<file path="config.mk">
export PLATFORM = sky130hd
export DESIGN_NAME = alu_arbiter
export DESIGN_NICKNAME = d
export VERILOG_FILES = /design/src/rtl/alu_arbiter.sv
export SDC_FILE = /design/constraint.sdc
export NUM_CORES = 1
export LEC_CHECK = 0
export ABC_AREA = 1
export CAP_MARGIN = 20
export CORE_ASPECT_RATIO = 0.8
export CORE_UTILIZATION = 39
export CTS_CLUSTER_SIZE = 16
export DETAILED_ROUTE_END_ITERATION = 6
export GPL_ROUTABILITY_DRIVEN = 1
export PLACE_DENSITY_LB_ADDON = 0.12
export RECOVER_POWER = 50
export SETUP_SLACK_MARGIN = 0.15
export SKIP_LAST_GASP = 1
export SLEW_MARGIN = 20
export SYNTH_ARGS = -nofsm -noshare
export SYNTH_HDL_FRONTEND = slang
export SYNTH_SLANG_ARGS = --single-unit
</file>
<file path="constraint.sdc">
create_clock -name clk -period 5.2 [get_ports clk]
set_clock_uncertainty 0.15 [all_clocks]
set_input_delay 1.04 -clock clk [delete_from_list [all_inputs] [get_ports clk]]
set_output_delay 1.04 -clock clk [all_outputs]
set_load 0.01 [all_outputs]
</file>
<file path="src/rtl/alu_arbiter.sv">
// alu_arbiter: round-robin sharing of one combinational ALU between NUM_REQ
// requesters. A two-stage pipeline of operand register then result register
// drives a single tagged response port.
// Optional feature: define ALU_ARB_OPCHK_EN to flag ops above 9 as illegal.
// Illegal ops return rsp_res=0 and rsp_err=1.
module alu_arbiter #(
   parameter int unsigned NUM_REQ = 2,
   parameter int unsigned ID_W    = 1
) (
   input  logic                 clk,
   input  logic                 async_rst,
   input  logic                 clk_en,
   input  logic [NUM_REQ-1:0]   req_valid,
   output logic [NUM_REQ-1:0]   req_ready,
   input  logic [NUM_REQ*32-1:0] req_a,
   input  logic [NUM_REQ*32-1:0] req_b,
   input  logic [NUM_REQ*4-1:0]  req_op,
   output logic [31:0]          alu_a,
   output logic [31:0]          alu_b,
   output logic [3:0]           alu_op,
   input  logic [31:0]          alu_res,
   output logic                 rsp_valid,
   input  logic                 rsp_ready,
   output logic [ID_W-1:0]      rsp_id,
   output logic [31:0]          rsp_res,
   output logic                 rsp_err
);

   localparam int unsigned DATA_W = 32;
   localparam int unsigned OP_W   = 4;

   logic [ID_W-1:0]    rr_ptr;
   logic [ID_W-1:0]    rr_next;
   logic [ID_W-1:0]    s1_id;
   logic               s1_valid;
   logic [NUM_REQ-1:0] grant;
   logic [ID_W-1:0]    gnt_id;
   logic               gnt_any;
   logic [DATA_W-1:0]  sel_a;
   logic [DATA_W-1:0]  sel_b;
   logic [OP_W-1:0]    sel_op;
   logic               adv1;
   logic               adv2;
   logic               hs;

   // Round-robin grant: search from rr_ptr upward, then wrap to index 0
   always_comb begin
      gnt_any = 1'b0;
      gnt_id  = '0;
      grant   = '0;
      sel_a   = '0;
      sel_b   = '0;
      sel_op  = '0;
      for (int unsigned i = 0; i < NUM_REQ; i++) begin
         if (!gnt_any && req_valid[i] && (ID_W'(i) >= rr_ptr)) begin
            gnt_any  = 1'b1;
            gnt_id   = ID_W'(i);
            grant[i] = 1'b1;
            sel_a    = req_a[DATA_W*i +: DATA_W];
            sel_b    = req_b[DATA_W*i +: DATA_W];
            sel_op   = req_op[OP_W*i +: OP_W];
         end
      end
      for (int unsigned i = 0; i < NUM_REQ; i++) begin
         if (!gnt_any && req_valid[i]) begin
            gnt_any  = 1'b1;
            gnt_id   = ID_W'(i);
            grant[i] = 1'b1;
            sel_a    = req_a[DATA_W*i +: DATA_W];
            sel_b    = req_b[DATA_W*i +: DATA_W];
            sel_op   = req_op[OP_W*i +: OP_W];
         end
      end
   end

   // Pipeline advance conditions and request handshake
   assign adv2      = s1_valid & (~rsp_valid | rsp_ready);
   assign adv1      = ~s1_valid | adv2;
   assign req_ready = {NUM_REQ{clk_en & adv1}} & grant;
   assign hs        = clk_en & adv1 & gnt_any;
   assign rr_next   = (gnt_id == ID_W'(NUM_REQ - 1)) ? '0 : gnt_id + ID_W'(1);

   // Operand stage and round-robin pointer
   always_ff @(posedge clk or posedge async_rst) begin
      if (async_rst) begin
         s1_valid <= 1'b0;
         s1_id    <= '0;
         alu_a    <= '0;
         alu_b    <= '0;
         alu_op   <= '0;
         rr_ptr   <= '0;
      end else if (clk_en) begin
         if (hs) begin
            s1_valid <= 1'b1;
            s1_id    <= gnt_id;
            alu_a    <= sel_a;
            alu_b    <= sel_b;
            alu_op   <= sel_op;
            rr_ptr   <= rr_next;
         end else if (adv1) begin
            s1_valid <= 1'b0;
         end
      end
   end

`ifdef ALU_ARB_OPCHK_EN
   logic s1_ill;

   // Illegal-op marker travels alongside the operand stage
   always_ff @(posedge clk or posedge async_rst) begin
      if (async_rst) begin
         s1_ill <= 1'b0;
      end else if (clk_en && hs) begin
         s1_ill <= (sel_op > OP_W'(9));
      end
   end

   // Response stage with illegal-op squash
   always_ff @(posedge clk or posedge async_rst) begin
      if (async_rst) begin
         rsp_valid <= 1'b0;
         rsp_id    <= '0;
         rsp_res   <= '0;
         rsp_err   <= 1'b0;
      end else if (clk_en) begin
         if (adv2) begin
            rsp_valid <= 1'b1;
            rsp_id    <= s1_id;
            rsp_res   <= s1_ill ? '0 : alu_res;
            rsp_err   <= s1_ill;
         end else if (rsp_valid && rsp_ready) begin
            rsp_valid <= 1'b0;
         end
      end
   end
`else
   assign rsp_err = 1'b0;

   // Response stage: capture ALU result for the operand-stage owner
   always_ff @(posedge clk or posedge async_rst) begin
      if (async_rst) begin
         rsp_valid <= 1'b0;
         rsp_id    <= '0;
         rsp_res   <= '0;
      end else if (clk_en) begin
         if (adv2) begin
            rsp_valid <= 1'b1;
            rsp_id    <= s1_id;
            rsp_res   <= alu_res;
         end else if (rsp_valid && rsp_ready) begin
            rsp_valid <= 1'b0;
         end
      end
   end
`endif

endmodule

</file>
# --- After elaboration in Yosys (flattened, before gate mapping) ---
# Index checks and enable logic that the tools add are counted.
# Widths: inputs -> output; s select.
op_classes:
  add_sub_neg: 1
  n_lt_le_gt_ge: 2
  muxes: 26
  bitwise_logic: 8
  n_reduce_logical: 15
ops:
  columns: ["cell", "n"]
  rows:
  - ["$mux 32", 8]
  - ["$mux 4", 4]
  - ["$mux 1", 14]
  - ["$reduce_and 2->1", 4]
  - ["$logic_and 1x1->1", 6]
  - ["$reduce_bool 2->1", 2]
  - ["$and 1x1->1", 3]
  - ["$logic_not 1->1", 3]
  - ["$and 2x2->2", 1]
  - ["$ge 1x1->1 const A", 2]
  - ["$not 1->1", 2]
  - ["$or 1x1->1", 2]
  - ["$add 1x1->1 const B", 1]
totals:
  register_bits: 105
  out_inout_bits: 105
  elab_cells: 61

# --- Depth between registers and ports, before layout ---
# Gate-level depths: netlist of the first run.
depth:
  depth_word: 16
  mapped_depth: 8

# --- Worst setup path after synthesis of the first run ---
# OpenSTA, ideal clock, no wires.
synth_timing:
  path_kind: "input -> output"
  from: "input req_valid[1]"
  to: "output req_ready[0]"
  arrival_ns: 1.702
  setup_slack_ns: 2.308
  path_stages: 6
  path_cell_list: "buf_2 > nor2_2 > inv_1 > nand3_1 > buf_2 > nor2_1"
synth_between:
  elab_chain_cells: 7
synth_rtl:
  columns: ["element", "line", "rtl"]
  rows:
  - ["from (decl)", "13", "input logic [NUM_REQ-1:0] req_valid,"]
  - ["$logic_and 1x1->1 (2 in series)", "55", "if (!gnt_any && req_valid[i] && (ID_W'(i) >= rr_ptr)) begin"]
  - ["$mux 1", "55", null]
  - ["$logic_not 1->1", "65", "if (!gnt_any && req_valid[i]) begin"]
  - ["$logic_and 1x1->1", "65", null]
  - ["$mux 1", "65", null]
  - ["$and 2x2->2", "79", "assign req_ready = {NUM_REQ{clk_en & adv1}} & grant;"]
  - ["to (decl)", "14", "output logic [NUM_REQ-1:0] req_ready,"]
# No other way between the ends.

# --- Worst setup path after layout of the first run ---
# Ends and elaborated chain as after synthesis.

==> run summary, run 1 <==
design area: 8170 um^2
crit path cell chain: buf_2, nor2_2, inv_1, nand3_2, nor2_1, clkdlybuf4s50_1
synthesis-to-finish area growth: 61.2%
Post-Syn Area: 5070 um^2
Post-CTS Hold Fix Bufs: 0
Global Route Usage Sum: 23.6%
CP max stage delay: 0.55 ns
Fin. Hold Viols: 0
Hold WC Path Type: register to register
Post-Syn Area per Cell: 7.37 um^2
Antenna Nets Post-Route: 0
cell count after synthesis: 687
Post-DP HPWL: 11,300 um
vias per cell: 4.75
dpl cells: 1,095
final cycle utilization of the critical path: 71.3%
Max-slew headroom: 33.9%
total gr overflow: 0
total area of sequential cells: 2630 um^2
CORE AREA: 12,400 um^2
nets@finish: 1,109
die area: 13,500 um^2
CTS root buf: clkbuf_16
crit path kind: input pin to primary output
final setup fails: 0
count of input and output buffers: 277
effective utilization at floorplan: 40.8%
Yosys reg bits: 105
Filler cells: 1,046
area of placed instances: 7850 um^2
status: finished, final reports clean
highest clock rate: 270 MHz
H-tree Lvls: 3
CP Buf/Inv Count: 3
Slew Limit Fails: 0
Worst Path Arrival: 2.52 ns
Post-route DRC: 0
Crit. End Element: primary output
Power Density: 338 nW/um^2
row count: 36
CP max FO: 37
number of setup buffers added after CTS: 0
Final Critical Period: 3.71 ns
RSZ-0062 raised after global routing: false
Pleak: 4.21 nW
Slew @ Worst Pin: 0.990 ns
largest net degree at the start of global routing: 78
first-pass GRT wire length: 24,900 um
crit-path leading delay family: buffers and inverters
Setup TNS Final: 0 ns
Yosys warning count: 0
maximum capacitance violations: 0
WL final: 15,500 um
CTS tree: built
Clock Pin Slew Worst Setup and Hold Paths: 0.07 ns
Die Wd: 129 um
Worst EP required: 4.01 ns
WL/cell: 13.9 um
sequential-to-total area share from yosys stat: 51.9%
Top-Level Pins: 279
routability cong.: 0.752
Synth Net Count: 861
R2R depth: 6
DRT iter0 DRCs: 330
post-CTS sizing: 0
vias: 5,271
fraction of final layout cells sized beyond drive strength 1: 3.51%
startpoint types: input pin
total CTS buffers: 9
Skew-Pair Late Insertion Delay: 0.34 ns
critical path's slowest cell: clkdlybuf4s50_1
pre-CTS WS: 1.48 ns
Stages on worst setup path: 6
first-pass iteration count of the detailed router: 4
initial antenna violation count: 0
Peak VDD IR: 0.179 mV
vias in the first global route: 5,117
post-synth cell types: 18
multi-input combinational cell area: 2160 um^2
Hold WS: 0.318 ns
Ant. Diodes: 0
die span in y: 104 um
clk buf depth: 2
hold path depth: 2
Non-Filler Instances: 1,110
fin worst setup slack: 1.49 ns
Num Clock Sinks: 105
[flip-flops by register name (all words and copies together), names as in the netlist]
signal     cells
alu_op         4
rsp_res       32
s1_valid       1
alu_b         32
rr_ptr         1
rsp_id         1
rsp_valid      1
alu_a         32
s1_id          1
[worst paths after layout]
| check | startpoint | to | slack [ns] |
|---|---|---|---|
| hold / removal | rsp_res[9]$_DFFE_PP0P_ | rsp_res[9]$_DFFE_PP0P_ | 0.32 |
| setup reg to reg | rsp_valid$_DFFE_PP0P_ | alu_b[1]$_DFFE_PP0P_ | 2.98 |
| max in group asynchronous | async_rst | alu_b[22]$_DFFE_PP0P_ | 2.70 |
| hold reg to reg | rsp_res[9]$_DFFE_PP0P_ | rsp_res[9]$_DFFE_PP0P_ | 0.32 |
| setup / recovery | req_valid[1] | req_ready[0] | 1.49 |
| min in group asynchronous | async_rst | alu_b[10]$_DFFE_PP0P_ | 1.23 |
[cell families after synthesis]
| group | after synthesis | synth area share [%] |
|---|---|---|
| other | 1 | 0.0740 |
| AO/OA/AOI/OAI | 5 | 0.691 |
| buffers and inverters | 55 | 5.98 |
| AND/OR/NAND/NOR | 521 | 41.4 |
| flip-flops | 105 | 51.9 |
[metal layers]
metal	wire length (um)	up-vias	track usage [%]
met5	0	-	0
met2	7670	207	40.7
met1	6190	2413	27.8
met4	308	0	7.89
li1	-	2629	-
met3	1290	22	6.94
[synthesized netlist by cell type]
| cell type | instances | area share (%) |
|---|---|---|
| nand2_2 | 1 | 0.12 |
| a21oi_2 | 1 | 0.17 |
| conb_1 | 1 | 0.074 |
| nand3_1 | 102 | 10 |
| nand3_2 | 1 | 0.20 |
| inv_1 | 6 | 0.44 |
| inv_2 | 1 | 0.074 |
| o21ai_0 | 3 | 0.30 |
| clkbuf_1 | 10 | 0.74 |
| dfrtp_1 | 105 | 52 |
| buf_6 | 4 | 0.89 |
| nor2_2 | 2 | 0.25 |
| buf_1 | 3 | 0.22 |
| buf_4 | 11 | 1.6 |
| buf_2 | 20 | 2.0 |
| nor2_1 | 2 | 0.15 |
| a21boi_2 | 1 | 0.22 |
| nand2_1 | 413 | 31 |
[area by class of cell]
| class | instances | share of cell area [%] |
|---|---|---|
| Clock inverter | 4 | 0.950 |
| Multi-Input combinational cell | 527 | 26.4 |
| Sequential cell | 105 | 32.2 |
| Inverter | 7 | 0.352 |
| Timing Repair Buffer | 285 | 34.6 |
| Clock buffer | 11 | 2.85 |
| Tap cell | 171 | 2.62 |
[layout by cell type (no fill, tap or decap), types with 2 or more instances in the layout]
cell type | netlist | layout
buf_4 | 11 | 8
bufinv_16 | 0 | 2
clkbuf_1 | 10 | 2
clkbuf_16 | 0 | 9
clkdlybuf4s50_1 | 0 | 194
dfrtp_1 | 105 | 105
dlygate4sd3_1 | 0 | 82
inv_1 | 6 | 5
nand2_1 | 413 | 411
nand2_2 | 1 | 3
nand3_1 | 102 | 101
nand3_2 | 1 | 2
nor2_1 | 2 | 2
o21ai_0 | 3 | 3
[where the power goes]
group	internal, W	switching (W)
logic	0.000479	0.000465
registers	0.00100	0.0000985
clock network	0.000423	0.000292
[worst min-delay path, cell delays in order (launching register included)]
cell     delay, ns
dfrtp_1       0.34
nand2_1       0.05
nand2_1       0.05
[stage by stage]
| step | total power, W | utilization, % |
|---|---|---|
| 2_1_floorplan | 0.00153 | - |
| 3_3_place_gp | 0.00210 | 63.2 |
| 3_5_place_dp | 0.00213 | 63.2 |
| 4_1_cts | 0.00285 | 65.7 |
| 5_1_grt | 0.00292 | 65.7 |
| 6_report | 0.00276 | 65.7 |
No activity file was read; power rests on OpenSTA's default activity.
==> run 2: changes to the inputs <==
==> constraint.sdc (replaced) <==
create_clock -name clk -period 3.65 [get_ports clk]
set_clock_uncertainty 0.15 [all_clocks]
set_input_delay 0.73 -clock clk [delete_from_list [all_inputs] [get_ports clk]]
set_output_delay 0.73 -clock clk [all_outputs]
set_load 0.01 [all_outputs]
==> run 2 against run 1 <==
  * Worst setup slack got worse by 0.88 ns
  * Clock power increased by 39%
  * Sequential share of layout area about the same
  * Critical path type unchanged
  * Highest routed layer unchanged
==> run summary, run 2 (synthesis results as in run 1) <==
most used cell, CP: clkdlybuf4s50_1
met1 wire length: 6420 um
Antenna Nets Post-Route: 0
nets@finish: 1,111
Peak VDD IR: 0.266 mV
CTS tree: built
DRT iter0 DRCs: 304
first-pass GRT wire length: 24,900 um
commonest non-fill, non-tap cells in the layout: nand2_1 (412), clkdlybuf4s50_1 (256), dfrtp_1 (105)
CTS root buf: clkbuf_16
Max-slew headroom: 7.36%
vias: 5,336
Post-route DRC: 0
Global Route Usage Sum: 23.7%
Worst EP required: 2.77 ns
Filler cells: 1,037
count of input and output buffers: 277
largest net degree at the start of global routing: 80
Skew-Pair Late Insertion Delay: 0.34 ns
maximum capacitance violations: 0
pre-CTS WS: 0.620 ns
Top-Level Pins: 279
startpoint types: input pin
final cycle utilization of the critical path: 83.3%
H-tree Lvls: 3
Regs by FF count: alu_a x32, alu_b x32, rsp_res x32
met3 wire len: 1330 um
multi-input combinational cell area: 2150 um^2
vias per cell: 4.79
total CTS buffers: 9
Pleak: 4.11 nW
crit path cell chain: clkdlybuf4s50_1, nand2_2, nand2_1, inv_1, nor2_1, clkdlybuf4s50_1
clk buf depth: 2
number of setup buffers added after CTS: 0
CORE AREA: 12,400 um^2
Clock Pin Slew Worst Setup and Hold Paths: 0.08 ns
fraction of final layout cells sized beyond drive strength 1: 3.72%
die span in y: 104 um
routability cong.: 0.813
commonest non-fill, non-tap cell in the layout: nand2_1
WL final: 15,900 um
Hold WC Path Type: register to register
initial antenna violation count: 0
Post-CTS Hold Fix Bufs: 0
FF-to-FF setup slack: 1.35 ns
effective utilization at floorplan: 40.8%
total gr overflow: 0
Crit. End Element: primary output
Max Used Layer: met4
post-CTS sizing: 0
Setup TNS Final: 0 ns
Num Clock Sinks: 105
final setup fails: 0
WL/cell: 14.3 um
total area of sequential cells: 2630 um^2
Post-DP HPWL: 11,400 um
die area: 13,500 um^2
Die Wd: 129 um
vias in the first global route: 4,965
status: finished, final reports clean
synthesis-to-finish area growth: 61.2%
Hold WS: 0.315 ns
Final Critical Period: 3.04 ns
fin worst setup slack: 0.611 ns
crit path kind: input pin to primary output
first-pass iteration count of the detailed router: 4
CP max FO: 3
Slew Limit Fails: 0
CP max stage delay: 0.55 ns
highest clock rate: 329 MHz
Power Density: 487 nW/um^2
row count: 36
Ant. Diodes: 0
metal2 WL: 7710 um
Fin. Hold Viols: 0
Worst Path Arrival: 2.16 ns
final core utilization: 65.7%
RSZ-0062 raised after global routing: false
total power: 0.00398 W
Slew @ Worst Pin: 1.39 ns
critical path's slowest cell: clkdlybuf4s50_1
[run 2: final cells by class]
type | count | area share, %
clock inverter | 7 | 0.966
multi-input combinational | 527 | 26.4
inverter | 7 | 0.337
sequential | 105 | 32.2
clock buffer | 9 | 2.76
tap | 171 | 2.62
timing repair buffer | 287 | 34.8
[run 2: where the power goes]
group          switching [W]  internal, W
combinational       0.000667     0.000743
sequential          0.000148      0.00142
clock               0.000456     0.000540
total                0.00127      0.00271
[run 2: metal layers]
layer  track usage, %  vias up
met5                0        -
met1             28.6     2444
li1                 -     2630
met2             40.1      230
met4             9.05        0
met3             6.38       32
[run 2: worst paths after layout]
kind | depth (start not counted) | startpoint | end
min | 2 | rsp_res[11]$_DFFE_PP0P_ | rsp_res[11]$_DFFE_PP0P_
max | 6 | req_valid[0] | req_ready[0]
max reg2reg | 4 | rsp_valid$_DFFE_PP0P_ | rsp_res[7]$_DFFE_PP0P_
min reg2reg | 2 | rsp_res[11]$_DFFE_PP0P_ | rsp_res[11]$_DFFE_PP0P_
max in group asynchronous | 3 | async_rst | rsp_res[3]$_DFFE_PP0P_
min in group asynchronous | 2 | async_rst | rsp_res[23]$_DFFE_PP0P_
[run 2: critical path: cells and delay by family]
family | cells | cell delay, ns
buffers and inverters | 3 | 1.15
and+or+nand+nor | 3 | 0.27
[run 2: through the flow]
| stage | cell area (um^2) | std cells |
|---|---|---|
| after CTS | 8190 | 1113 |
| after detailed placement | 7880 | 1097 |
| final | 8160 | 1113 |
| after floorplan | 5070 | 687 |
| after global placement | 7880 | 1097 |
| after global routing | 8160 | 1113 |
